**src/rtl/sba_stage_pkg.sv**
```systemverilog
// Shared types, ALU op encodings and the single-cycle ALU function for the SBA stage.
package sba_stage_pkg;

    typedef logic [4:0]  gpr_num_t;
    typedef logic [31:0] word_t;
    typedef logic [4:0]  alu_op_t;

    localparam alu_op_t OP_ADD  = 5'd0;
    localparam alu_op_t OP_SUB  = 5'd1;
    localparam alu_op_t OP_AND  = 5'd2;
    localparam alu_op_t OP_OR   = 5'd3;
    localparam alu_op_t OP_XOR  = 5'd4;
    localparam alu_op_t OP_NOR  = 5'd5;
    localparam alu_op_t OP_SLT  = 5'd6;
    localparam alu_op_t OP_SLTU = 5'd7;
    localparam alu_op_t OP_SLL  = 5'd8;
    localparam alu_op_t OP_SRL  = 5'd9;
    localparam alu_op_t OP_SRA  = 5'd10;
    localparam alu_op_t OP_LUI  = 5'd11;
    localparam alu_op_t OP_MUL  = 5'd12;
    localparam alu_op_t OP_DIV  = 5'd13;
    localparam alu_op_t OP_DIVU = 5'd14;
    localparam alu_op_t OP_MOD  = 5'd15;
    localparam alu_op_t OP_MODU = 5'd16;

    typedef struct packed {
        gpr_num_t wnum;
        word_t    vaddr;
        alu_op_t  op;
        word_t    src_a;
        word_t    src_b;
    } stage_t;

    function automatic logic op_is_div(input alu_op_t op);
        return (op == OP_DIV) || (op == OP_DIVU) || (op == OP_MOD) || (op == OP_MODU);
    endfunction

    function automatic logic op_is_signed_div(input alu_op_t op);
        return (op == OP_DIV) || (op == OP_MOD);
    endfunction

    // Divide ops return 0 here; their result comes from the divider.
    function automatic word_t alu_calc(input alu_op_t op, input word_t a, input word_t b);
        word_t res;
        case (op)
            OP_ADD:  res = a + b;
            OP_SUB:  res = a - b;
            OP_AND:  res = a & b;
            OP_OR:   res = a | b;
            OP_XOR:  res = a ^ b;
            OP_NOR:  res = ~(a | b);
            OP_SLT:  res = {31'b0, ($signed(a) < $signed(b))};
            OP_SLTU: res = {31'b0, (a < b)};
            OP_SLL:  res = a << b[4:0];
            OP_SRL:  res = a >> b[4:0];
            OP_SRA:  res = word_t'($signed(a) >>> b[4:0]);
            OP_LUI:  res = {b[15:0], 16'h0000};
            OP_MUL:  res = a * b;
            default: res = '0;
        endcase
        return res;
    endfunction

endpackage

```
**src/rtl/sba_stage_if.sv**
```systemverilog
// EXE -> SBA -> REEXE handshake and data bundle; slave is the stage, master drives EXE/REEXE side.
interface sba_stage_if;
    import sba_stage_pkg::*;

    logic     EXE_valid_w_i;
    logic     REEXE_okToChange_w_i;
    logic     flush_w_i;
    gpr_num_t EXE_writeNum_i;
    word_t    EXE_VAddr_i;
    alu_op_t  EXE_aluOp_i;
    word_t    EXE_srcA_i;
    word_t    EXE_srcB_i;

    logic     SBA_okToChange_w_o;
    logic     SBA_valid_w_o;
    logic     SBA_forwardMode_w_o;
    gpr_num_t SBA_writeNum_w_o;
    gpr_num_t SBA_writeNum_o;
    word_t    SBA_VAddr_o;
    word_t    SBA_aluRes_o;

    modport slave (
        input  EXE_valid_w_i, REEXE_okToChange_w_i, flush_w_i,
        input  EXE_writeNum_i, EXE_VAddr_i, EXE_aluOp_i, EXE_srcA_i, EXE_srcB_i,
        output SBA_okToChange_w_o, SBA_valid_w_o, SBA_forwardMode_w_o,
        output SBA_writeNum_w_o, SBA_writeNum_o, SBA_VAddr_o, SBA_aluRes_o
    );

    modport master (
        output EXE_valid_w_i, REEXE_okToChange_w_i, flush_w_i,
        output EXE_writeNum_i, EXE_VAddr_i, EXE_aluOp_i, EXE_srcA_i, EXE_srcB_i,
        input  SBA_okToChange_w_o, SBA_valid_w_o, SBA_forwardMode_w_o,
        input  SBA_writeNum_w_o, SBA_writeNum_o, SBA_VAddr_o, SBA_aluRes_o
    );

endinterface

```
**src/rtl/sba_stage_divider.sv**
```systemverilog
// Iterative 32-step restoring divider with sign fix-up and divide-by-zero / overflow shortcuts.
//   state | meaning
//   IDLE  | no division in progress
//   BUSY  | one restoring step per cycle, cnt counts steps 0..31
//   DONE  | result valid, held until the stage hands it off
module sba_divider
    import sba_stage_pkg::*;
(
    input  logic  clk,
    input  logic  rst,
    input  logic  start_i,
    input  logic  signed_i,
    input  word_t dividend_i,
    input  word_t divisor_i,
    input  logic  flush_i,
    input  logic  advance_i,
    output logic  done_o,
    output word_t quotient_o,
    output word_t remainder_o
);

    localparam logic [1:0] ST_IDLE = 2'd0;
    localparam logic [1:0] ST_BUSY = 2'd1;
    localparam logic [1:0] ST_DONE = 2'd2;

    logic [1:0] state_q, state_d;
    logic [4:0] cnt_q, cnt_d;
    word_t      quo_q, quo_d;
    word_t      rem_q, rem_d;
    word_t      dvs_q, dvs_d;
    logic       neg_quo_q, neg_quo_d;
    logic       neg_rem_q, neg_rem_d;

    word_t       abs_a, abs_b, diff;
    logic [32:0] rem_shift;
    logic        fits;

    assign abs_a     = (signed_i && dividend_i[31]) ? -dividend_i : dividend_i;
    assign abs_b     = (signed_i && divisor_i[31])  ? -divisor_i  : divisor_i;
    assign rem_shift = {rem_q, quo_q[31]};
    assign fits      = rem_shift >= {1'b0, dvs_q};
    assign diff      = rem_shift[31:0] - dvs_q;

    always_comb begin
        state_d   = state_q;
        cnt_d     = cnt_q;
        quo_d     = quo_q;
        rem_d     = rem_q;
        dvs_d     = dvs_q;
        neg_quo_d = neg_quo_q;
        neg_rem_d = neg_rem_q;
        if (flush_i) begin
            state_d   = ST_IDLE;
            cnt_d     = '0;
            quo_d     = '0;
            rem_d     = '0;
            dvs_d     = '0;
            neg_quo_d = 1'b0;
            neg_rem_d = 1'b0;
        end else if (start_i) begin
            cnt_d     = '0;
            dvs_d     = abs_b;
            neg_quo_d = 1'b0;
            neg_rem_d = 1'b0;
            if (divisor_i == '0) begin
                state_d = ST_DONE;
                quo_d   = '1;
                rem_d   = dividend_i;
            end else if (signed_i && dividend_i == 32'h8000_0000 && divisor_i == '1) begin
                state_d = ST_DONE;
                quo_d   = 32'h8000_0000;
                rem_d   = '0;
            end else begin
                state_d   = ST_BUSY;
                quo_d     = abs_a;
                rem_d     = '0;
                neg_quo_d = signed_i && (dividend_i[31] ^ divisor_i[31]);
                neg_rem_d = signed_i && dividend_i[31];
            end
        end else begin
            case (state_q)
                ST_BUSY: begin
                    rem_d = fits ? diff : rem_shift[31:0];
                    quo_d = {quo_q[30:0], fits};
                    cnt_d = cnt_q + 5'd1;
                    if (cnt_q == 5'd31) state_d = ST_DONE;
                end
                ST_DONE: if (advance_i) state_d = ST_IDLE;
                default: state_d = ST_IDLE;
            endcase
        end
    end

    always_ff @(posedge clk) begin
        if (!rst) begin
            state_q   <= ST_IDLE;
            cnt_q     <= '0;
            quo_q     <= '0;
            rem_q     <= '0;
            dvs_q     <= '0;
            neg_quo_q <= 1'b0;
            neg_rem_q <= 1'b0;
        end else begin
            state_q   <= state_d;
            cnt_q     <= cnt_d;
            quo_q     <= quo_d;
            rem_q     <= rem_d;
            dvs_q     <= dvs_d;
            neg_quo_q <= neg_quo_d;
            neg_rem_q <= neg_rem_d;
        end
    end

    assign done_o      = (state_q == ST_DONE);
    assign quotient_o  = neg_quo_q ? -quo_q : quo_q;
    assign remainder_o = neg_rem_q ? -rem_q : rem_q;

endmodule

```
**src/rtl/sba_stage.sv**
```systemverilog
// SBA pipeline stage: latches one EXE instruction, computes its ALU result and hands it to REEXE.
module sba_stage
    import sba_stage_pkg::*;
(
    input logic         clk,
    input logic         rst,
    sba_stage_if.slave  sba_io
);

    stage_t st_q, st_d;
    logic   has_data_q, has_data_d;

    logic   is_div_q, ready, ok_to_change, capture, div_start;
    logic   div_done;
    word_t  div_quo, div_rem, alu_res;

    assign is_div_q     = op_is_div(st_q.op);
    assign ready        = !is_div_q || div_done;
    assign ok_to_change = !has_data_q || (ready && sba_io.REEXE_okToChange_w_i);
    assign capture      = sba_io.EXE_valid_w_i && ok_to_change && !sba_io.flush_w_i;
    assign div_start    = capture && op_is_div(sba_io.EXE_aluOp_i);

    always_comb begin
        st_d       = st_q;
        has_data_d = has_data_q;
        if (sba_io.flush_w_i) begin
            st_d       = '0;
            has_data_d = 1'b0;
        end else if (ok_to_change) begin
            if (sba_io.EXE_valid_w_i) begin
                st_d = '{wnum:  sba_io.EXE_writeNum_i,
                         vaddr: sba_io.EXE_VAddr_i,
                         op:    sba_io.EXE_aluOp_i,
                         src_a: sba_io.EXE_srcA_i,
                         src_b: sba_io.EXE_srcB_i};
                has_data_d = 1'b1;
            end else begin
                st_d       = '0;
                has_data_d = 1'b0;
            end
        end
    end

    always_ff @(posedge clk) begin
        if (!rst) begin
            st_q       <= '0;
            has_data_q <= 1'b0;
        end else begin
            st_q       <= st_d;
            has_data_q <= has_data_d;
        end
    end

    // Divider operands come straight from EXE so the first step runs in cycle 0.
    sba_divider u_div (
        .clk         (clk),
        .rst         (rst),
        .start_i     (div_start),
        .signed_i    (op_is_signed_div(sba_io.EXE_aluOp_i)),
        .dividend_i  (sba_io.EXE_srcA_i),
        .divisor_i   (sba_io.EXE_srcB_i),
        .flush_i     (sba_io.flush_w_i),
        .advance_i   (ok_to_change),
        .done_o      (div_done),
        .quotient_o  (div_quo),
        .remainder_o (div_rem)
    );

    always_comb begin
        alu_res = alu_calc(st_q.op, st_q.src_a, st_q.src_b);
        case (st_q.op)
            OP_DIV, OP_DIVU: alu_res = div_quo;
            OP_MOD, OP_MODU: alu_res = div_rem;
            default: ;
        endcase
    end

    assign sba_io.SBA_okToChange_w_o  = ok_to_change;
    assign sba_io.SBA_valid_w_o       = has_data_q && ready;
    assign sba_io.SBA_forwardMode_w_o = has_data_q && ready;
    assign sba_io.SBA_writeNum_w_o    = st_q.wnum;
    assign sba_io.SBA_writeNum_o      = st_q.wnum;
    assign sba_io.SBA_VAddr_o         = st_q.vaddr;
    assign sba_io.SBA_aluRes_o        = alu_res;

endmodule
```
**src/flat_wrapper.sv**
```systemverilog
// flat-port wrapper written by rule: the top's interface ports become plain ports
module sba_stage_flat import sba_stage_pkg::*;
  (clk, rst, sba_io_EXE_valid_w_i, sba_io_REEXE_okToChange_w_i, sba_io_flush_w_i, sba_io_EXE_writeNum_i, sba_io_EXE_VAddr_i, sba_io_EXE_aluOp_i, sba_io_EXE_srcA_i, sba_io_EXE_srcB_i, sba_io_SBA_okToChange_w_o, sba_io_SBA_valid_w_o, sba_io_SBA_forwardMode_w_o, sba_io_SBA_writeNum_w_o, sba_io_SBA_writeNum_o, sba_io_SBA_VAddr_o, sba_io_SBA_aluRes_o);
  sba_stage_if sba_io_i ();
  input logic clk;
  input logic rst;
  input wire logic [$bits(sba_io_i.EXE_valid_w_i)-1:0] sba_io_EXE_valid_w_i;
  input wire logic [$bits(sba_io_i.REEXE_okToChange_w_i)-1:0] sba_io_REEXE_okToChange_w_i;
  input wire logic [$bits(sba_io_i.flush_w_i)-1:0] sba_io_flush_w_i;
  input wire logic [$bits(sba_io_i.EXE_writeNum_i)-1:0] sba_io_EXE_writeNum_i;
  input wire logic [$bits(sba_io_i.EXE_VAddr_i)-1:0] sba_io_EXE_VAddr_i;
  input wire logic [$bits(sba_io_i.EXE_aluOp_i)-1:0] sba_io_EXE_aluOp_i;
  input wire logic [$bits(sba_io_i.EXE_srcA_i)-1:0] sba_io_EXE_srcA_i;
  input wire logic [$bits(sba_io_i.EXE_srcB_i)-1:0] sba_io_EXE_srcB_i;
  output wire logic [$bits(sba_io_i.SBA_okToChange_w_o)-1:0] sba_io_SBA_okToChange_w_o;
  output wire logic [$bits(sba_io_i.SBA_valid_w_o)-1:0] sba_io_SBA_valid_w_o;
  output wire logic [$bits(sba_io_i.SBA_forwardMode_w_o)-1:0] sba_io_SBA_forwardMode_w_o;
  output wire logic [$bits(sba_io_i.SBA_writeNum_w_o)-1:0] sba_io_SBA_writeNum_w_o;
  output wire logic [$bits(sba_io_i.SBA_writeNum_o)-1:0] sba_io_SBA_writeNum_o;
  output wire logic [$bits(sba_io_i.SBA_VAddr_o)-1:0] sba_io_SBA_VAddr_o;
  output wire logic [$bits(sba_io_i.SBA_aluRes_o)-1:0] sba_io_SBA_aluRes_o;
  assign sba_io_i.EXE_valid_w_i = sba_io_EXE_valid_w_i;
  assign sba_io_i.REEXE_okToChange_w_i = sba_io_REEXE_okToChange_w_i;
  assign sba_io_i.flush_w_i = sba_io_flush_w_i;
  assign sba_io_i.EXE_writeNum_i = sba_io_EXE_writeNum_i;
  assign sba_io_i.EXE_VAddr_i = sba_io_EXE_VAddr_i;
  assign sba_io_i.EXE_aluOp_i = sba_io_EXE_aluOp_i;
  assign sba_io_i.EXE_srcA_i = sba_io_EXE_srcA_i;
  assign sba_io_i.EXE_srcB_i = sba_io_EXE_srcB_i;
  assign sba_io_SBA_okToChange_w_o = sba_io_i.SBA_okToChange_w_o;
  assign sba_io_SBA_valid_w_o = sba_io_i.SBA_valid_w_o;
  assign sba_io_SBA_forwardMode_w_o = sba_io_i.SBA_forwardMode_w_o;
  assign sba_io_SBA_writeNum_w_o = sba_io_i.SBA_writeNum_w_o;
  assign sba_io_SBA_writeNum_o = sba_io_i.SBA_writeNum_o;
  assign sba_io_SBA_VAddr_o = sba_io_i.SBA_VAddr_o;
  assign sba_io_SBA_aluRes_o = sba_io_i.SBA_aluRes_o;
  sba_stage u_core (.clk(clk), .rst(rst), .sba_io(sba_io_i));
endmodule
```
**config.mk**
```make
export PLATFORM = sky130hd
export DESIGN_NAME = sba_stage_flat
export DESIGN_NICKNAME = d
export VERILOG_FILES = /design/src/rtl/sba_stage_pkg.sv /design/src/rtl/sba_stage_if.sv /design/src/rtl/sba_stage_divider.sv /design/src/rtl/sba_stage.sv /design/src/flat_wrapper.sv
export SDC_FILE = /design/constraint.sdc
export NUM_CORES = 2
export LEC_CHECK = 0
export CAP_MARGIN = 10
export CORE_MARGIN = 2
export CORE_UTILIZATION = 60
export CTS_CLUSTER_DIAMETER = 120
export DETAILED_ROUTE_END_ITERATION = 10
export PLACE_DENSITY = 0.83
export SYNTH_ARGS = -nofsm -noshare
export SYNTH_HDL_FRONTEND = slang
export SYNTH_SLANG_ARGS = --single-unit
```
**constraint.sdc**
```tcl
create_clock -name clk -period 15.7 [get_ports clk]
set_input_delay 3.14 -clock clk [delete_from_list [all_inputs] [get_ports clk]]
set_output_delay 3.14 -clock clk [all_outputs]
set_load 0.02 [all_outputs]
```
# [Word-level counts from Yosys, hierarchy flattened]
# Index checks and enable logic that the tools add are counted.
[totals] register_bits=212 latch_bits=0 mem_bits_rw=0 mem_bits_ro=0 inputBits=111 output_inout_bits=77 word_cells=117 memories=0
[classes] n_addsub=8 n_mul=1 n_div=0 order_cmp=3 n_eq_ne=27 shifts=3 n_mux=26 bitwise_logic=6 n_reduce_logical=30
[op_table] cell="$pmux W32 S13" count=1
[op_table] cell="$mux W32" count=12
[op_table] cell="$neg A32 Y32" count=4
[op_table] cell="$mux W106" count=1
[op_table] cell="$eq A32 B32 Y1 const B" count=2
[op_table] cell="$lt A32 B32 Y1" count=2
[op_table] cell="$pmux W32 S2" count=1
[op_table] cell="$sub A32 B32 Y32" count=2
[op_table] cell="$eq A5 B4 Y1 const B" count=11
[op_table] cell="$ge A33 B32 Y1" count=1
[op_table] cell="$add A32 B32 Y32" count=1
[op_table] cell="$and A32 B32 Y32" count=1
[op_table] cell="$logic_not A32 Y1" count=1
[op_table] cell="$mul A32 B32 Y32" count=1
[op_table] cell="$not A32 Y32" count=1
[op_table] cell="$or A32 B32 Y32" count=1
[op_table] cell="$shl A32 B5 Y32" count=1
[op_table] cell="$shr A32 B5 Y32" count=1
[op_table] cell="$sshr A32 B5 Y32" count=1
[op_table] cell="$xor A32 B32 Y32" count=1
[op_table] cell="$eq A5 B3 Y1 const B" count=4
[op_table] cell="$eq A5 B5 Y1 const B" count=3
[op_table] cell="$eq A5 B2 Y1 const B" count=2
[op_table] cell="$logic_and A1 B1 Y1" count=10
[op_table] cell="other kinds (18)" count=38

# [Logic depth before layout (Yosys ltp)]
[logic_depth] word_depth=13 depth_mapped=30 mapped_depth_nobuf=26

# [Cells and area by module]
# Synthesis repeated with hierarchy kept, for this count alone.
[hier_totals] cells_unflattened=4819 hier_area_um2=37053.0
[by_module_without_submodules] module="sba_stage" n_inst=1 cells_each=3616 area_per_inst_um2=28071.9 seq_area_each_um2=2142.1
[by_module_without_submodules] module="sba_divider" n_inst=1 cells_each=1203 area_per_inst_um2=8981.1 seq_area_each_um2=2102.0

# [Worst setup path after synthesis]
# OpenSTA, ideal clock, no wires.
[synth_path] path_kind="register to output" from="register u_core.st_q[1] in the netlist's numbering" to="output sba_io_SBA_aluRes_o[27]" arrival_time_ps=8434 required_time_ps=12560 path_slack_ps=4126 stages_incl_launch_ff=29 n_path_buf=7 path_cell_list="dfxtp_1 -> clkbuf_1 -> clkbuf_1 -> buf_2 -> buf_1 -> buf_1 -> clkbuf_1 -> buf_1 -> nand2_1 -> fa_1 -> fa_1 -> fa_1 -> inv_1 -> fa_1 -> inv_1 -> fa_1 -> inv_1 -> fa_1 -> fa_1 -> ha_1 -> a21oi_1 -> o21ai_0 -> and3_1 -> nor4b_1 -> nor2_1 -> o31a_1 -> a211o_1 -> and3_1 -> o211ai_1"
[synth_via] elab_chain_len=3 word_cells_on_any_way=8 classes_between="2 x add/sub; 1 x mul; 3 x shift; 2 x mux"
[synth_rtl] element="start: declaration" line="sba_stage.sv:10" source="stage_t st_q, st_d;"
[synth_rtl] element="start signal: assignment" line="sba_stage.sv:49" source="st_q <= st_d;"
[synth_rtl] element="$mul A32 B32 Y32 (tied with other cells)" line="sba_stage_pkg.sv:58" source="OP_MUL: res = a * b;"
[synth_rtl] element="$pmux W32 S13 *" line="sba_stage_pkg.sv:45" source="case (op)"
[synth_rtl] element="$pmux W32 S2 *" line="sba_stage.sv:71" source="case (st_q.op)"
[synth_rtl] element="end: declaration" line="flat_wrapper.sv:21" source="output wire logic [$bits(sba_io_i.SBA_aluRes_o)-1:0] sba_io_SBA_aluRes_o;"
# Mark *: on every way between the ends. The rest lies on a longest branch, timed or not.

# [Final worst setup path]
[layout_path] from="register u_core.st_q[50] in the netlist's numbering" to="output sba_io_SBA_aluRes_o[28]"
# Same word-level chain as after synthesis.

==> flow_summary.toml <==
[global_routing]
grt_pass1_vias = 38000
gr-total-overflow = 0
antenna_found_initial = 9
grt_max_degree = 82
grt_pass1_wl_um = 248000
grt_util_all_layers_pct = 53.2

[critical_path]
reg2reg_to = "u_core.u_div.rem_q[30]"
endpoint_kind = "output port"
ff2ff_setup_slack_ns = 10.89
r2r-start = "u_core.st_q[64]"
worstPathArrival_ns = 9.96
cp_max_fo = 17
path_class = "register to output port"
worstSetupStartpointType = "register"
cp_data_required_time_ns = 12.56
r2r.worst_path.cells = 11

[power]
power_switching_uw = 617
leakage_nw = 16.5
p_int_mw = 1.05
peakVddDrop_v = 0.0000886
powerDensity_nw_per_um2 = 41.9
pwr-share-comb_pct = 31.5
p_total_mw = 1.67
pwr-share-clk_pct = 34.5
sw_frac_of_total_pct = 37.0
seq_power_share_pct = 34.0

[synth]
ys_top_cells_by_area = "fa_1 (22%), dfxtp_1 (11%), ha_1 (8.8%), nor2_1 (6.1%), nand2_1 (5.5%)"
synth-async-reset-ratio_pct = 0
synth_nets = 5520
synth_seq_area_share_pct = 11.5
syn_area_um2 = 36900
yosys.area.top_type = "fa_1"
ys_ff_latch = 212
synth.avg_cell_area_um2 = 7.79
syn-instance-count = 4739
synth_edf_count = 0
synth_top_area_share_pct = 22.3
ys_warn_count = 0
ys.flop_type = "dfxtp_1"
synthDistinctLibCells = 88

[sta]
whs_ns = 0.455
worst_pin_slew_ns = 1.23
hold_viol = 0
clock_skew_ns = 0.0398
slew_viol_final = 0
timing.fmax_mhz = 76.3
timing.final.crit_share_pct = 83.4
tns_ns = 0
worst_slack_ns = 2.60
maxSlewHeadroom_pct = 17.9
rsz0062_at_grt = "no"
period_minus_slack_ns = 13.10
setup_viol = 0

[die]
row_count = 90
num_io_pins = 188
die_h_um = 252
start_util_pct = 60.9
core-area_um2 = 60600
die_w_um = 252
die-area_um2 = 63500

[placed_design]
placed_area_um2 = 39000
dpl.hpwl_um = 129000
dp.cells = 5436
dp_slack_ns = 3.41
portBuffers = 187
globalplace.congestion = 1.17

[cells_and_area]
final-instance-count-excl-fill = 5489
nets = 5461
mostFrequentLayoutCell = "nor2_1"
drive_gt1_share_pct = 5.17
fin_util_pct = 65.6
syn2layout_area_growth_pct = 7.73
mostFrequentLayoutCells = "nor2_1 (598), nand2_1 (539), inv_1 (512)"
fill_cells = 5094
final_cell_area_um2 = 39800

[clocking]
cts_setup_buffers = 0
cts.clk_slew.worst_paths_ns = 0.07
numCtsBuffers = 24
htreeDepth = 1
max-clock-path-buffers = 3
cts_sinks = 212
cts_root_buf = "clkbuf_16"
cts_tree = "built"
hold_buffers = 0
cts_resized = 0
clock_latency_ns = 0.57

[route]
finalWirelength_um = 171000
via_count = 38700
vias_per_cell = 7.05
drt_iter0_drc = 5764
wl_per_cell_um = 31.2
dr.pass1.iters = 7
route.detailed.drc = 0
ant_nets = 0

[run_status]
status = "completed"

[min_path]
hp-class = "register to register"
hold_end = "u_core.st_q[39]"
min_path_cells = 2
hp-start = "u_core.st_q[39]"

[run]
max_cap_violations = 0
## routing by layer
layer / wire length (um) / up-vias / share of wire [%] / track usage, %
li1: - / 15900 / - / -
met2: 71400 / 3373 / 42 / 78.6
met4: 19200 / 6 / 11 / 47.2
met5: 39 / - / 0.023 / 0
met3: 24400 / 1056 / 14 / 18.7
met1: 56000 / 18400 / 33 / 61.0
## critical path, stage by stage, from the launching register on
cell	delay [ns]
dfxtp_1	1.14
inv_2	0.33
nor2_1	0.26
fa_1	0.43
inv_1	0.08
fa_1	0.44
fa_1	0.51
fa_1	0.56
inv_1	0.05
fa_1	0.48
fa_1	0.56
fa_1	0.43
fa_1	0.46
ha_1	0.46
nand2_1	0.14
o311ai_0	0.61
a41oi_1	0.32
o311ai_0	0.86
a21oi_1	0.19
xor2_1	0.19
o211ai_1	0.26
clkdlybuf4s50_1	0.66
## synth_stat cells, types with 14 or more instances
cell type	count
nand2b_1	25
o21bai_1	15
inv_1	514
nand3_1	100
xnor2_1	136
a211o_1	16
and3_1	20
nor3_1	64
and2_1	15
xor2_1	96
a221o_1	14
mux4_2	46
a221oi_1	34
a31oi_1	53
a21o_1	34
o221ai_1	21
a211oi_1	62
a22o_1	59
nor2_1	604
buf_4	43
o41ai_1	14
o2111ai_1	16
or4_1	18
o211ai_1	21
o31ai_1	46
a22oi_1	35
clkbuf_1	271
nand4_1	28
o22ai_1	45
nor2b_1	21
fa_1	411
dfxtp_1	212
a21oi_1	297
ha_1	259
nand2_1	539
buf_1	41
o21ai_0	176
mux2i_1	67
or3_1	31
o21a_1	31
## state kept, by name, indices dropped and copies added (netlist names)
name and count:
u_core.st_q 69, u_core.sba_io.SBA_VAddr_o 32, u_core.u_div.dvs_q 32, u_core.u_div.quo_q 32
u_core.u_div.rem_q 32, u_core.sba_io.SBA_writeNum_o 5, u_core.u_div.cnt_q 5, u_core.u_div.state_q 2
u_core.has_data_q 1, u_core.u_div.neg_quo_q 1, u_core.u_div.neg_rem_q 1
## power by group through the flow
stage	logic, mW	registers (mW)	clock network (mW)
finish	0.525	0.567	0.574
global route	0.542	0.566	0.593
CTS	0.497	0.565	0.572
detailed placement	0.495	0.577	0
global placement	0.492	0.576	0
floorplan	0.295	0.567	0
## cells by family (layout without fill, tap and decap cells)
kind of cell / count (synthesis) / count (layout) / share of synthesized area [%]
flops: 212 / 212 / 11.5
compound gates: 1083 / 1083 / 19.5
xor+xnor: 232 / 232 / 5.50
fa+ha+maj: 670 / 670 / 31.1
simple gates: 1524 / 1524 / 17.8
other cells: 0 / 9 / 0
buf+inv: 892 / 851 / 9.58
mux: 126 / 126 / 5.02
## layout make-up
class,count,area [um2],share of cell area [%]
Multi-Input combinational cell,3635,29200,73.4
Sequential cell,212,4260,10.7
Timing Repair Buffer,278,2550,6.41
Inverter,529,1990,4.99
Tap cell,782,978,2.46
Clock buffer,31,667,1.68
Clock inverter,13,128,0.321
Antenna cell,9,22.5,0.0566
## worst max-delay path by stage
stage / from / end
floorplan: u_core.st_q[1] / sba_io_SBA_aluRes_o[27]
global placement: u_core.st_q[7] / sba_io_SBA_aluRes_o[28]
detailed placement: u_core.st_q[7] / sba_io_SBA_aluRes_o[28]
CTS: u_core.st_q[7] / sba_io_SBA_aluRes_o[28]
global route: u_core.st_q[42] / sba_io_SBA_aluRes_o[30]
finish: u_core.st_q[50] / sba_io_SBA_aluRes_o[28]
Power figures use the tool's default switching activity.
